**config.mk**
```make
export PLATFORM = sky130hd
export DESIGN_NAME = seg_scan_engine_flat
export DESIGN_NICKNAME = d
export VERILOG_FILES = /design/src/rtl/seg_scan_if.sv /design/src/rtl/seg_scan_engine.sv /design/src/flat_wrapper.sv
export SDC_FILE = /design/constraint.sdc
export NUM_CORES = 1
export LEC_CHECK = 0
export ABC_AREA = 1
export CAP_MARGIN = 20
export CELL_PAD_IN_SITES_DETAIL_PLACEMENT = 1
export CELL_PAD_IN_SITES_GLOBAL_PLACEMENT = 1
export CORE_ASPECT_RATIO = 1.25
export CORE_MARGIN = 4
export CORE_UTILIZATION = 37
export CTS_BUF_LIST = sky130_fd_sc_hd__clkbuf_16
export CTS_CLUSTER_SIZE = 14
export DETAILED_ROUTE_END_ITERATION = 16
export PLACE_DENSITY = 0.85
export SYNTH_ARGS = -nofsm -noshare
export SYNTH_HDL_FRONTEND = slang
export SYNTH_SLANG_ARGS = --single-unit
```
**constraint.sdc**
```tcl
create_clock -name clk -period 2.1 [get_ports clk]
set_input_delay 0.315 -clock clk [delete_from_list [all_inputs] [get_ports clk]]
set_output_delay 0.315 -clock clk [all_outputs]
set_load 0.1 [all_outputs]
```
**src/rtl/seg_scan_if.sv**
```systemverilog
// Host-side control bus and display outputs of the multiplexed 7-segment scanner.
interface seg_scan_if #(
  parameter int NUM_DIGITS = 8
);
  logic [4*NUM_DIGITS-1:0] digit_data;
  logic [NUM_DIGITS-1:0]   dp_in;
  logic [NUM_DIGITS-1:0]   blank_mask;
  logic [NUM_DIGITS-1:0]   blink_mask;
  logic                    load;
  logic [3:0]              brightness;
  logic [6:0]              seg_cathode;
  logic                    seg_dp;
  logic [NUM_DIGITS-1:0]   seg_anode;
  logic                    frame_tick;
  logic                    pending;

  modport master (
    output digit_data, dp_in, blank_mask, blink_mask, load, brightness,
    input  seg_cathode, seg_dp, seg_anode, frame_tick, pending
  );
  modport slave (
    input  digit_data, dp_in, blank_mask, blink_mask, load, brightness,
    output seg_cathode, seg_dp, seg_anode, frame_tick, pending
  );
endinterface

```
**src/rtl/seg_scan_engine.sv**
```systemverilog
// Double-buffered multiplexed 7-segment scanner with PWM dimming.
// Define SEG_SCAN_BLINK_EN to build the per-digit blink feature.
module seg_scan_engine #(
  parameter int NUM_DIGITS   = 8,
  parameter int SCAN_DIV     = 2000,
  parameter int BLINK_FRAMES = 64
) (
  input  logic       clk,
  input  logic       rst,
  seg_scan_if.slave  bus
);
  localparam int SW = $clog2(SCAN_DIV);
  localparam int DW = (NUM_DIGITS > 1) ? $clog2(NUM_DIGITS) : 1;

  typedef struct packed {
    logic [4*NUM_DIGITS-1:0] data;
    logic [NUM_DIGITS-1:0]   dp;
    logic [NUM_DIGITS-1:0]   blank;
    logic [NUM_DIGITS-1:0]   blink;
  } frame_buf_t;

  function automatic logic [6:0] hex7(input logic [3:0] n);
    case (n)
      4'h0: hex7 = 7'h3F;  4'h1: hex7 = 7'h06;  4'h2: hex7 = 7'h5B;  4'h3: hex7 = 7'h4F;
      4'h4: hex7 = 7'h66;  4'h5: hex7 = 7'h6D;  4'h6: hex7 = 7'h7D;  4'h7: hex7 = 7'h07;
      4'h8: hex7 = 7'h7F;  4'h9: hex7 = 7'h6F;  4'hA: hex7 = 7'h77;  4'hB: hex7 = 7'h7C;
      4'hC: hex7 = 7'h39;  4'hD: hex7 = 7'h5E;  4'hE: hex7 = 7'h79;  default: hex7 = 7'h71;
    endcase
  endfunction

  frame_buf_t            act_q, pend_q, in_w, src_w;
  logic [SW-1:0]         slot_q;
  logic [DW-1:0]         digit_q;
  logic [3:0]            pwm_q;
  logic                  ft_q, pending_q, last_w, lit_w, blink_dark_w;
  logic [NUM_DIGITS-1:0] onehot_w, anode_q;
  logic [6:0]            cath_q;
  logic                  dp_q;
  logic [3:0]            nib_w;

  assign last_w = (slot_q == SW'(SCAN_DIV-1)) && (digit_q == DW'(NUM_DIGITS-1));
  assign in_w   = '{data: bus.digit_data, dp: bus.dp_in, blank: bus.blank_mask, blink: bus.blink_mask};

  // ft_q marks the last displayed cycle of a frame; its closing edge commits,
  // and a load on that same cycle bypasses straight into the active buffer.
  always_comb begin
    src_w = act_q;
    if (ft_q) src_w = bus.load ? in_w : pend_q;
  end

`ifdef SEG_SCAN_BLINK_EN
  localparam int BW = $clog2(BLINK_FRAMES) + 1;
  logic [BW-1:0] bcnt_q;
  logic          bon_q, bflip_w, bon_w;
  assign bflip_w = ft_q && (bcnt_q == BW'(BLINK_FRAMES-1));
  assign bon_w   = bflip_w ? ~bon_q : bon_q;

  always_ff @(posedge clk or negedge rst) begin
    if (!rst) begin
      bcnt_q <= '0;
      bon_q  <= 1'b1;
    end else begin
      if (ft_q) bcnt_q <= bflip_w ? '0 : bcnt_q + 1'b1;
      bon_q <= bon_w;
    end
  end
  assign blink_dark_w = src_w.blink[digit_q] & ~bon_w;
`else
  logic unused_blink;
  assign unused_blink = ^src_w.blink;
  assign blink_dark_w = 1'b0;
`endif

  assign nib_w = src_w.data[digit_q*4 +: 4];
  assign lit_w = ~src_w.blank[digit_q] && (pwm_q <= bus.brightness) && ~blink_dark_w;

  always_comb begin
    onehot_w = '0;
    onehot_w[digit_q] = 1'b1;
  end

  always_ff @(posedge clk or negedge rst) begin
    if (!rst) begin
      slot_q    <= '0;
      digit_q   <= '0;
      pwm_q     <= '0;
      ft_q      <= 1'b0;
      pending_q <= 1'b0;
      act_q     <= '{data: '0, dp: '0, blank: '1, blink: '0};
      pend_q    <= '{data: '0, dp: '0, blank: '1, blink: '0};
      anode_q   <= '0;
      cath_q    <= '0;
      dp_q      <= 1'b0;
    end else begin
      slot_q <= (slot_q == SW'(SCAN_DIV-1)) ? '0 : slot_q + 1'b1;
      if (slot_q == SW'(SCAN_DIV-1))
        digit_q <= (digit_q == DW'(NUM_DIGITS-1)) ? '0 : digit_q + 1'b1;
      pwm_q <= pwm_q + 1'b1;
      ft_q  <= last_w;
      if (bus.load) pend_q <= in_w;
      act_q <= src_w;
      if (ft_q)          pending_q <= 1'b0;
      else if (bus.load) pending_q <= 1'b1;
      anode_q <= lit_w ? onehot_w : '0;
      cath_q  <= lit_w ? hex7(nib_w) : 7'h00;
      dp_q    <= lit_w & src_w.dp[digit_q];
    end
  end

  assign bus.seg_anode   = anode_q;
  assign bus.seg_cathode = cath_q;
  assign bus.seg_dp      = dp_q;
  assign bus.frame_tick  = ft_q;
  assign bus.pending     = pending_q;
endmodule

```
**src/flat_wrapper.sv**
```systemverilog
// flat-port wrapper written by rule: the top's interface ports become plain ports
module seg_scan_engine_flat 
#(
  parameter int NUM_DIGITS   = 8,
  parameter int SCAN_DIV     = 2000,
  parameter int BLINK_FRAMES = 64
)
  (clk, rst, bus_digit_data, bus_dp_in, bus_blank_mask, bus_blink_mask, bus_load, bus_brightness, bus_seg_cathode, bus_seg_dp, bus_seg_anode, bus_frame_tick, bus_pending);
  seg_scan_if #(.NUM_DIGITS(NUM_DIGITS)) bus_i ();
  input  logic clk;
  input  logic rst;
  input wire logic [$bits(bus_i.digit_data)-1:0] bus_digit_data;
  input wire logic [$bits(bus_i.dp_in)-1:0] bus_dp_in;
  input wire logic [$bits(bus_i.blank_mask)-1:0] bus_blank_mask;
  input wire logic [$bits(bus_i.blink_mask)-1:0] bus_blink_mask;
  input wire logic [$bits(bus_i.load)-1:0] bus_load;
  input wire logic [$bits(bus_i.brightness)-1:0] bus_brightness;
  output wire logic [$bits(bus_i.seg_cathode)-1:0] bus_seg_cathode;
  output wire logic [$bits(bus_i.seg_dp)-1:0] bus_seg_dp;
  output wire logic [$bits(bus_i.seg_anode)-1:0] bus_seg_anode;
  output wire logic [$bits(bus_i.frame_tick)-1:0] bus_frame_tick;
  output wire logic [$bits(bus_i.pending)-1:0] bus_pending;
  assign bus_i.digit_data = bus_digit_data;
  assign bus_i.dp_in = bus_dp_in;
  assign bus_i.blank_mask = bus_blank_mask;
  assign bus_i.blink_mask = bus_blink_mask;
  assign bus_i.load = bus_load;
  assign bus_i.brightness = bus_brightness;
  assign bus_seg_cathode = bus_i.seg_cathode;
  assign bus_seg_dp = bus_i.seg_dp;
  assign bus_seg_anode = bus_i.seg_anode;
  assign bus_frame_tick = bus_i.frame_tick;
  assign bus_pending = bus_i.pending;
  seg_scan_engine #(.NUM_DIGITS(NUM_DIGITS), .SCAN_DIV(SCAN_DIV), .BLINK_FRAMES(BLINK_FRAMES)) u_core (.clk(clk), .rst(rst), .bus(bus_i));
endmodule
```
==> flow_metrics.py, run 1 <==
metrics = {
    "logic_synthesis": {
        "synthDistinctLibCells": 35,
        "yosysSeqAreaShare_pct": 55.4,
        "synth_compound_area_share_pct": 4.48,
        "synth_top_family_by_area": "simple AND/OR/NAND/NOR gates",
        "synth_edf_count": 0,
        "muxShareOfSynthArea_pct": 0,
        "synth_seq_cells": 132,
        "synth-xor-area-share_pct": 0.584,
        "synthTopCellsByArea": "dfrtp_1 (48%), nand2_1 (14%), dfstp_2 (7.0%)",
        "synthSimpleGateAreaFrac_pct": 31.2,
        "synth_fa_ha_area_share_pct": 2.92,
        "yosys_warnings": 0,
        "syn_avg_cell_area_um2": 8.69,
        "synthArstFlopShare_pct": 100,
        "synth_cells": 691,
        "yosysTopAreaCellShare_pct": 48.4,
        "yosysTopAreaCell": "dfrtp_1",
        "syn-cell-area_mm2": 0.00600,
        "synthFlopType": "dfrtp_1",
        "syn_nets": 768,
    },
    "sta": {
        "rsz0062_at_grt": "true",
        "timing.final.crit_period_ns": 2.17,
        "tightest_slew_ns": 0.487,
        "drv_slew": 0,
        "fin_crit_sh_pct": 103,
        "finalHoldViolCount": 0,
        "relSlewSlack_pct": 67.5,
        "setup_viol": 8,
        "worst_slack_ns": -0.0664,
        "skew_ns": 0.0137,
        "max_freq_ghz": 0.462,
    },
    "cells_and_area": {
        "multi_input_area_mm2": 0.00287,
        "n_antenna_cell": 0,
        "finalNonFillerCells": 1046,
        "final_common_cell": "nand2_1",
        "post-route-cell-area_mm2": 0.00849,
        "final_cell_mix": "nand2_1 (209), dfrtp_1 (112), buf_4 (60), clkdlybuf4s50_1 (52), inv_1 (49)",
        "nFillCells": 1789,
        "drive_gt1_share_pct": 29.5,
        "synthToLayoutAreaGrowth_pct": 41.4,
        "seqCellArea_mm2": 0.00333,
        "nNetsFinal": 898,
    },
    "drt": {
        "ant_nets": 0,
        "routed_via_density": 5.30,
        "wire_per_inst_um": 20.7,
        "first_pass_iters": 5,
        "drt-initial-drc-count": 363,
        "num_vias": 5548,
        "drc": 0,
        "wl_um": 21700,
    },
    "floorplanning": {
        "die-area_mm2": 0.0183,
        "fp.dieH_um": 150,
        "core_region_area_mm2": 0.0158,
        "start_util_pct": 38.1,
        "die_w_um": 122,
        "num_rows": 51,
        "io_pins": 81,
    },
    "clocking": {
        "cts.sinks": 132,
        "clkLatencyLatePin_ns": 0.43,
        "cts_inserted_buffers": 17,
        "htreeDepth": 4,
        "clk_pin_slew_worst_paths_ns": 0.06,
        "clockBufferDepth": 2,
        "cts_tree": "done",
        "cts-root-buf": "clkbuf_16",
    },
    "place": {
        "port_buffers": 72,
        "place_inst": 989,
        "dpl.hpwl_um": 11900,
        "dp_slack_ns": -0.217,
        "gp_congestion": 0.824,
        "dpl-instance-area_mm2": 0.00729,
    },
    "global_route": {
        "grt_pass1_vias": 5697,
        "grt_overflow": 0,
        "grtUsageTotal_pct": 20.2,
        "grt_pass1_wl_um": 28400,
        "antenna_found_initial": 0,
        "grt_max_degree": 41,
    },
    "worst_setup_path": {
        "r2r_setup_slack_ns": -0.07,
        "worstPathMaxFanout": 10,
        "crit_required_ns": 2.40,
        "cp-endpoint": "u_core.bus.seg_cathode[3]$_DFF_PN0_",
        "path_buf_inv": 2,
        "critPathSlowestCell": "dfrtp_2",
        "r2r-end": "u_core.bus.seg_cathode[3]$_DFF_PN0_",
        "worst_ep_arrival_time_ns": 2.47,
        "crit_family": "simple AND/OR/NAND/NOR gates",
        "critPathLaunch": "u_core.digit_q[0]$_DFFE_PN0N_",
        "end_kind": "flip-flop",
        "critPathKind": "flip-flop to flip-flop",
        "ff2ff_path_depth": 10,
        "r2r-start": "u_core.digit_q[0]$_DFFE_PN0N_",
        "path_depth": 10,
        "critPathMostFrequentCell": "nand2_2",
        "slowest_delay_ns": 0.45,
        "cp-start-kind": "flip-flop",
        "cp_cell_sequence": "clkinvlp_4 > nor2_2 > buf_4 > nand3_1 > nand2_2 > nor2_4 > nand2_4 > nand2_2 > a21oi_1 > nor2_1",
    },
    "power": {
        "pwr_density_cell_mw_per_mm2": 679,
        "ir_worst_vdd_mv": 0.397,
        "power.leakage_nw": 4.13,
    },
    "worst_hold_path": {
        "min-delay-path-class": "primary input to asynchronous set/reset pin",
    },
    "flow_run": {
        "max_cap_violations": 0,
    },
    "outcome": {
        "failed_checks": "setup timing",
        "status": "finished with violations",
    },
}
## routing by layer
| metal | vias up | GRT usage (%) | wire [um] |
|---|---|---|---|
| met1 | 2832 | 22.6 | 8200 |
| met4 | 0 | 8.74 | 974 |
| met3 | 69 | 4.25 | 913 |
| met5 | - | 0 | 0 |
| li1 | 2457 | - | - |
| met2 | 190 | 36.7 | 11600 |
## power by group
group / internal (mW) / leakage, nW / total, mW / switching [mW]
Combinational: 0.173 / 2.29 / 0.429 / 0.256
Sequential: 2.64 / 1.55 / 2.67 / 0.0283
Clock: 1.57 / 0.281 / 2.66 / 1.09
## area by class of cell
class / count / area share [%]
flip-flops and latches: 132 / 39.2
multi-input cells: 488 / 33.8
repair buffers: 133 / 15.4
clock buffers: 17 / 5.01
well taps: 212 / 3.12
inverters: 49 / 2.37
clock inverters: 15 / 1.03
## synthesized netlist by cell type, drive strengths merged (2+ instances only)
library cell,number
nand2,231
dfrtp,116
nand3,73
nor2,57
inv,47
or2,27
and2,25
buf,21
dfstp,16
ha,14
o21ai,11
a21oi,10
a31oi,9
nor3,5
o21a,5
o211ai,4
o22ai,4
nand3b,3
clkbuf,2
clkinv,2
nand4,2
xnor2,2
xor2,2
## repair_timing
| item | in CTS | in global routing |
|---|---|---|
| resized for setup | 25 | 97 |
| cloned | 0 | 3 |
| hold buffers | 1 | 0 |
| pin swaps | 5 | 32 |
| endpoints found under the hold margin | 28 | 0 |
| setup endpoints to repair | 16 | 16 |
| buffers inserted | 4 | 18 |
## flip-flops by register name, summed over array words and instances (netlist names)
signal	cells
u_core.bus.seg_anode	8
u_core.pwm_q	4
u_core.bus.seg_dp	1
u_core.bus.frame_tick	1
u_core.slot_q	11
u_core.bus.pending	1
u_core.act_q	48
u_core.digit_q	3
u_core.bus.seg_cathode	7
u_core.pend_q	48
## metrics by stage
step | power (mW) | setup TNS (ns) | utilization [%] | hold slack (ns)
detailed placement | 3.12 | -2.81 | 46.2 | 0.301
global route | 5.99 | -1.09 | 53.9 | 0.395
global placement | 3.10 | -1.26 | 46.2 | 0.299
floorplan | 2.88 | -0.0304 | - | 0.0194
CTS | 5.75 | -0.0343 | 50.4 | 0.366
finish | 5.76 | -0.242 | 53.9 | 0.386
## worst min path at each step
stage | endpoint | cells after the start
floorplan | u_core.act_q[16]$_DFF_PN0_ | 0
global placement | u_core.pend_q[25]$_DFF_PN0_ | 1
detailed placement | u_core.pend_q[41]$_DFF_PN0_ | 1
CTS | u_core.pend_q[10]$_DFF_PN1_ | 5
global route | u_core.pend_q[10]$_DFF_PN1_ | 5
finish | u_core.act_q[36]$_DFF_PN0_ | 2
## logic make-up (layout without fill, tap and decap cells)
logic type	Yosys count	count (layout)
adder cells (fa/ha/maj)	14	14
buffers and inverters	72	214
XOR/XNOR	4	4
AND/OR/NAND/NOR	424	425
AO/OA/AOI/OAI	45	45
flip-flops	132	132
No activity file was read; power rests on OpenSTA's default activity.
==> inputs of run 2 (changes only) <==
==> constraint.sdc (replaced) <==
create_clock -name clk -period 2.1 [get_ports clk]
set_input_delay 0.315 -clock clk [delete_from_list [all_inputs] [get_ports clk]]
set_output_delay 0.315 -clock clk [all_outputs]
set_load 0.01 [all_outputs]
==> flow_metrics.py, run 2 (synthesis results as in run 1) <==
metrics = {
    "outcome": {
        "status": "finished with violations",
        "failed_checks": "setup timing",
    },
    "worst_setup_path": {
        "end_kind": "flip-flop",
        "worstPathMaxFanout": 8,
        "critPathSlowestCell": "dfrtp_2",
        "path_depth": 14,
        "ff2ff_path_depth": 14,
        "worst_ep_arrival_time_ns": 2.50,
        "cp-start-kind": "flip-flop",
        "crit_required_ns": 2.41,
        "slowest_delay_ns": 0.50,
        "cp_cell_sequence": "clkbuf_16 > buf_12 > nand3_1 > nand3_1 > nand2_2 > nor2_4 > nand2_4 > inv_4 > ha_1 > nand2_1 > nor2_1 > nor2_1 > nand2_1 > inv_1",
        "critPathKind": "flip-flop to flip-flop",
        "crit_family": "simple AND/OR/NAND/NOR gates",
        "path_buf_inv": 4,
    },
    "sta": {
        "rsz0062_at_grt": "true",
        "tightest_slew_ns": 0.464,
        "timing.final.crit_period_ns": 2.19,
        "max_freq_ghz": 0.456,
        "drv_slew": 0,
        "skew_ns": 0.0132,
        "fin_crit_sh_pct": 104,
        "setup_viol": 13,
        "finalHoldViolCount": 0,
        "relSlewSlack_pct": 69.1,
        "worst_slack_ns": -0.0912,
    },
    "floorplanning": {
        "num_rows": 51,
        "die-area_mm2": 0.0183,
        "start_util_pct": 38.1,
        "die_w_um": 122,
        "core_region_area_mm2": 0.0158,
        "fp.dieH_um": 150,
        "io_pins": 81,
    },
    "drt": {
        "routed_via_density": 5.13,
        "ant_nets": 0,
        "wl_um": 21700,
        "drt-initial-drc-count": 280,
        "wire_per_inst_um": 20.4,
        "first_pass_iters": 4,
        "num_vias": 5456,
        "drc": 0,
    },
    "global_route": {
        "grtUsageTotal_pct": 21.0,
        "antenna_found_initial": 0,
        "grt_max_degree": 53,
        "grt_overflow": 0,
        "grt_pass1_vias": 5903,
        "grt_pass1_wl_um": 29800,
    },
    "cells_and_area": {
        "final_cell_mix": "nand2_1 (211), dfrtp_1 (113), clkdlybuf4s50_1 (69), buf_4 (59), nand3_1 (53)",
        "final_common_cell": "nand2_1",
        "nFillCells": 1768,
        "drive_gt1_share_pct": 27.5,
        "n_antenna_cell": 0,
        "nNetsFinal": 915,
        "synthToLayoutAreaGrowth_pct": 43.2,
        "largestRegisters": "u_core.act_q (48), u_core.pend_q (48), u_core.slot_q (11)",
    },
    "place": {
        "port_buffers": 72,
        "dpl.hpwl_um": 12000,
        "gp_congestion": 0.785,
        "dp_slack_ns": -0.231,
    },
    "flow_run": {
        "max_cap_violations": 0,
    },
    "clocking": {
        "cts_inserted_buffers": 17,
        "clockBufferDepth": 2,
        "cts-root-buf": "clkbuf_16",
        "cts_tree": "done",
        "htreeDepth": 4,
        "cts.sinks": 132,
        "clkLatencyLatePin_ns": 0.43,
        "clk_pin_slew_worst_paths_ns": 0.06,
    },
    "power": {
        "power.leakage_nw": 4.16,
        "pwr_density_cell_mw_per_mm2": 691,
        "ir_worst_vdd_mv": 0.496,
        "power_mw": 5.94,
    },
    "worst_hold_path": {
        "min-delay-path-class": "primary input to asynchronous set/reset pin",
    },
}
run 2: area by class of cell:
class | count | area, um^2 | share of cell area [%]
multi-input combinational | 488 | 2780 | 32.4
timing repair buffer | 150 | 1480 | 17.2
clock buffer | 17 | 425 | 4.95
inverter | 49 | 189 | 2.20
sequential | 132 | 3330 | 38.7
clock inverter | 15 | 124 | 1.44
tap | 212 | 265 | 3.09
run 2: path summary, 6_finish.rpt:
| kind | from | end | slack, ns |
|---|---|---|---|
| max | u_core.bus.frame_tick$_DFF_PN0_ | u_core.bus.seg_cathode[6]$_DFF_PN0_ | -0.09 |
| min | rst | u_core.pend_q[44]$_DFF_PN0_ | 0.39 |
| max reg2reg | u_core.bus.frame_tick$_DFF_PN0_ | u_core.bus.seg_cathode[6]$_DFF_PN0_ | -0.09 |
| min reg2reg | u_core.pend_q[42]$_DFF_PN0_ | u_core.pend_q[42]$_DFF_PN0_ | 0.47 |
| max in group asynchronous | rst | u_core.pend_q[9]$_DFF_PN1_ | 1.01 |
| min in group clk | bus_load | u_core.pend_q[41]$_DFF_PN0_ | 0.43 |
run 2: worst register-to-register path, stage by stage (launching register included):
cell and delay (ns):
dfrtp_2 0.50, clkbuf_16 0.22, buf_12 0.11, nand3_1 0.17, nand3_1 0.17, nand2_2 0.09, nor2_4 0.13, nand2_4 0.08
inv_4 0.10, ha_1 0.17, nand2_1 0.06, nor2_1 0.10, nor2_1 0.06, nand2_1 0.09, inv_1 0.04
run 2: metrics by stage:
step	instance area (um^2)	hold slack (ns)	instances	utilization [%]	TNS (ns)
2_1_floorplan	6000	0.0194	691	-	0
3_3_place_gp	7330	0.289	1011	46.5	-1.29
3_5_place_dp	7330	0.295	1011	46.5	-2.80
4_1_cts	7960	0.393	1046	50.5	-0.0162
5_1_grt	8590	0.436	1063	54.5	-1.53
6_report	8590	0.389	1063	54.5	-0.493
run 2: report_power, final:
part,internal [mW],total (mW),leakage (nW),switching [mW]
sequential,2.64,2.67,1.56,0.0311
clock,1.71,2.84,0.268,1.14
combinational,0.192,0.428,2.34,0.237
total,4.54,5.94,4.16,1.40
run 2: timing repair:
action                                  CTS  global route
hold buffers                              1             0
pin swaps                                 5            33
gates cloned                              0             3
hold endpoints to repair                 28             0
endpoints found under the setup margin   14            16
resized for setup                        21           115
setup buffers                             2            14
run 2: metal layers:
metal  routed length (um)  vias to the layer above  GRT usage [%]
li1                     -                     2487              -
met4                  943                        0           7.34
met3                  764                       58           4.21
met1                 8450                     2758           23.4
met2                11600                      153           39.4
met5                    0                        -              0
==> inputs of run 3 (changes only) <==
--- a/config.mk
+++ b/config.mk
@@ -13,7 +13,7 @@
 export CORE_MARGIN = 4
 export CORE_UTILIZATION = 37
 export CTS_BUF_LIST = sky130_fd_sc_hd__clkbuf_16
-export CTS_CLUSTER_SIZE = 14
+export CTS_CLUSTER_SIZE = 25
 export DETAILED_ROUTE_END_ITERATION = 16
 export PLACE_DENSITY = 0.85
 export SYNTH_ARGS = -nofsm -noshare
==> results of run 3 <==
No change in the layout: final DEF, timing and power equal those of run 2.
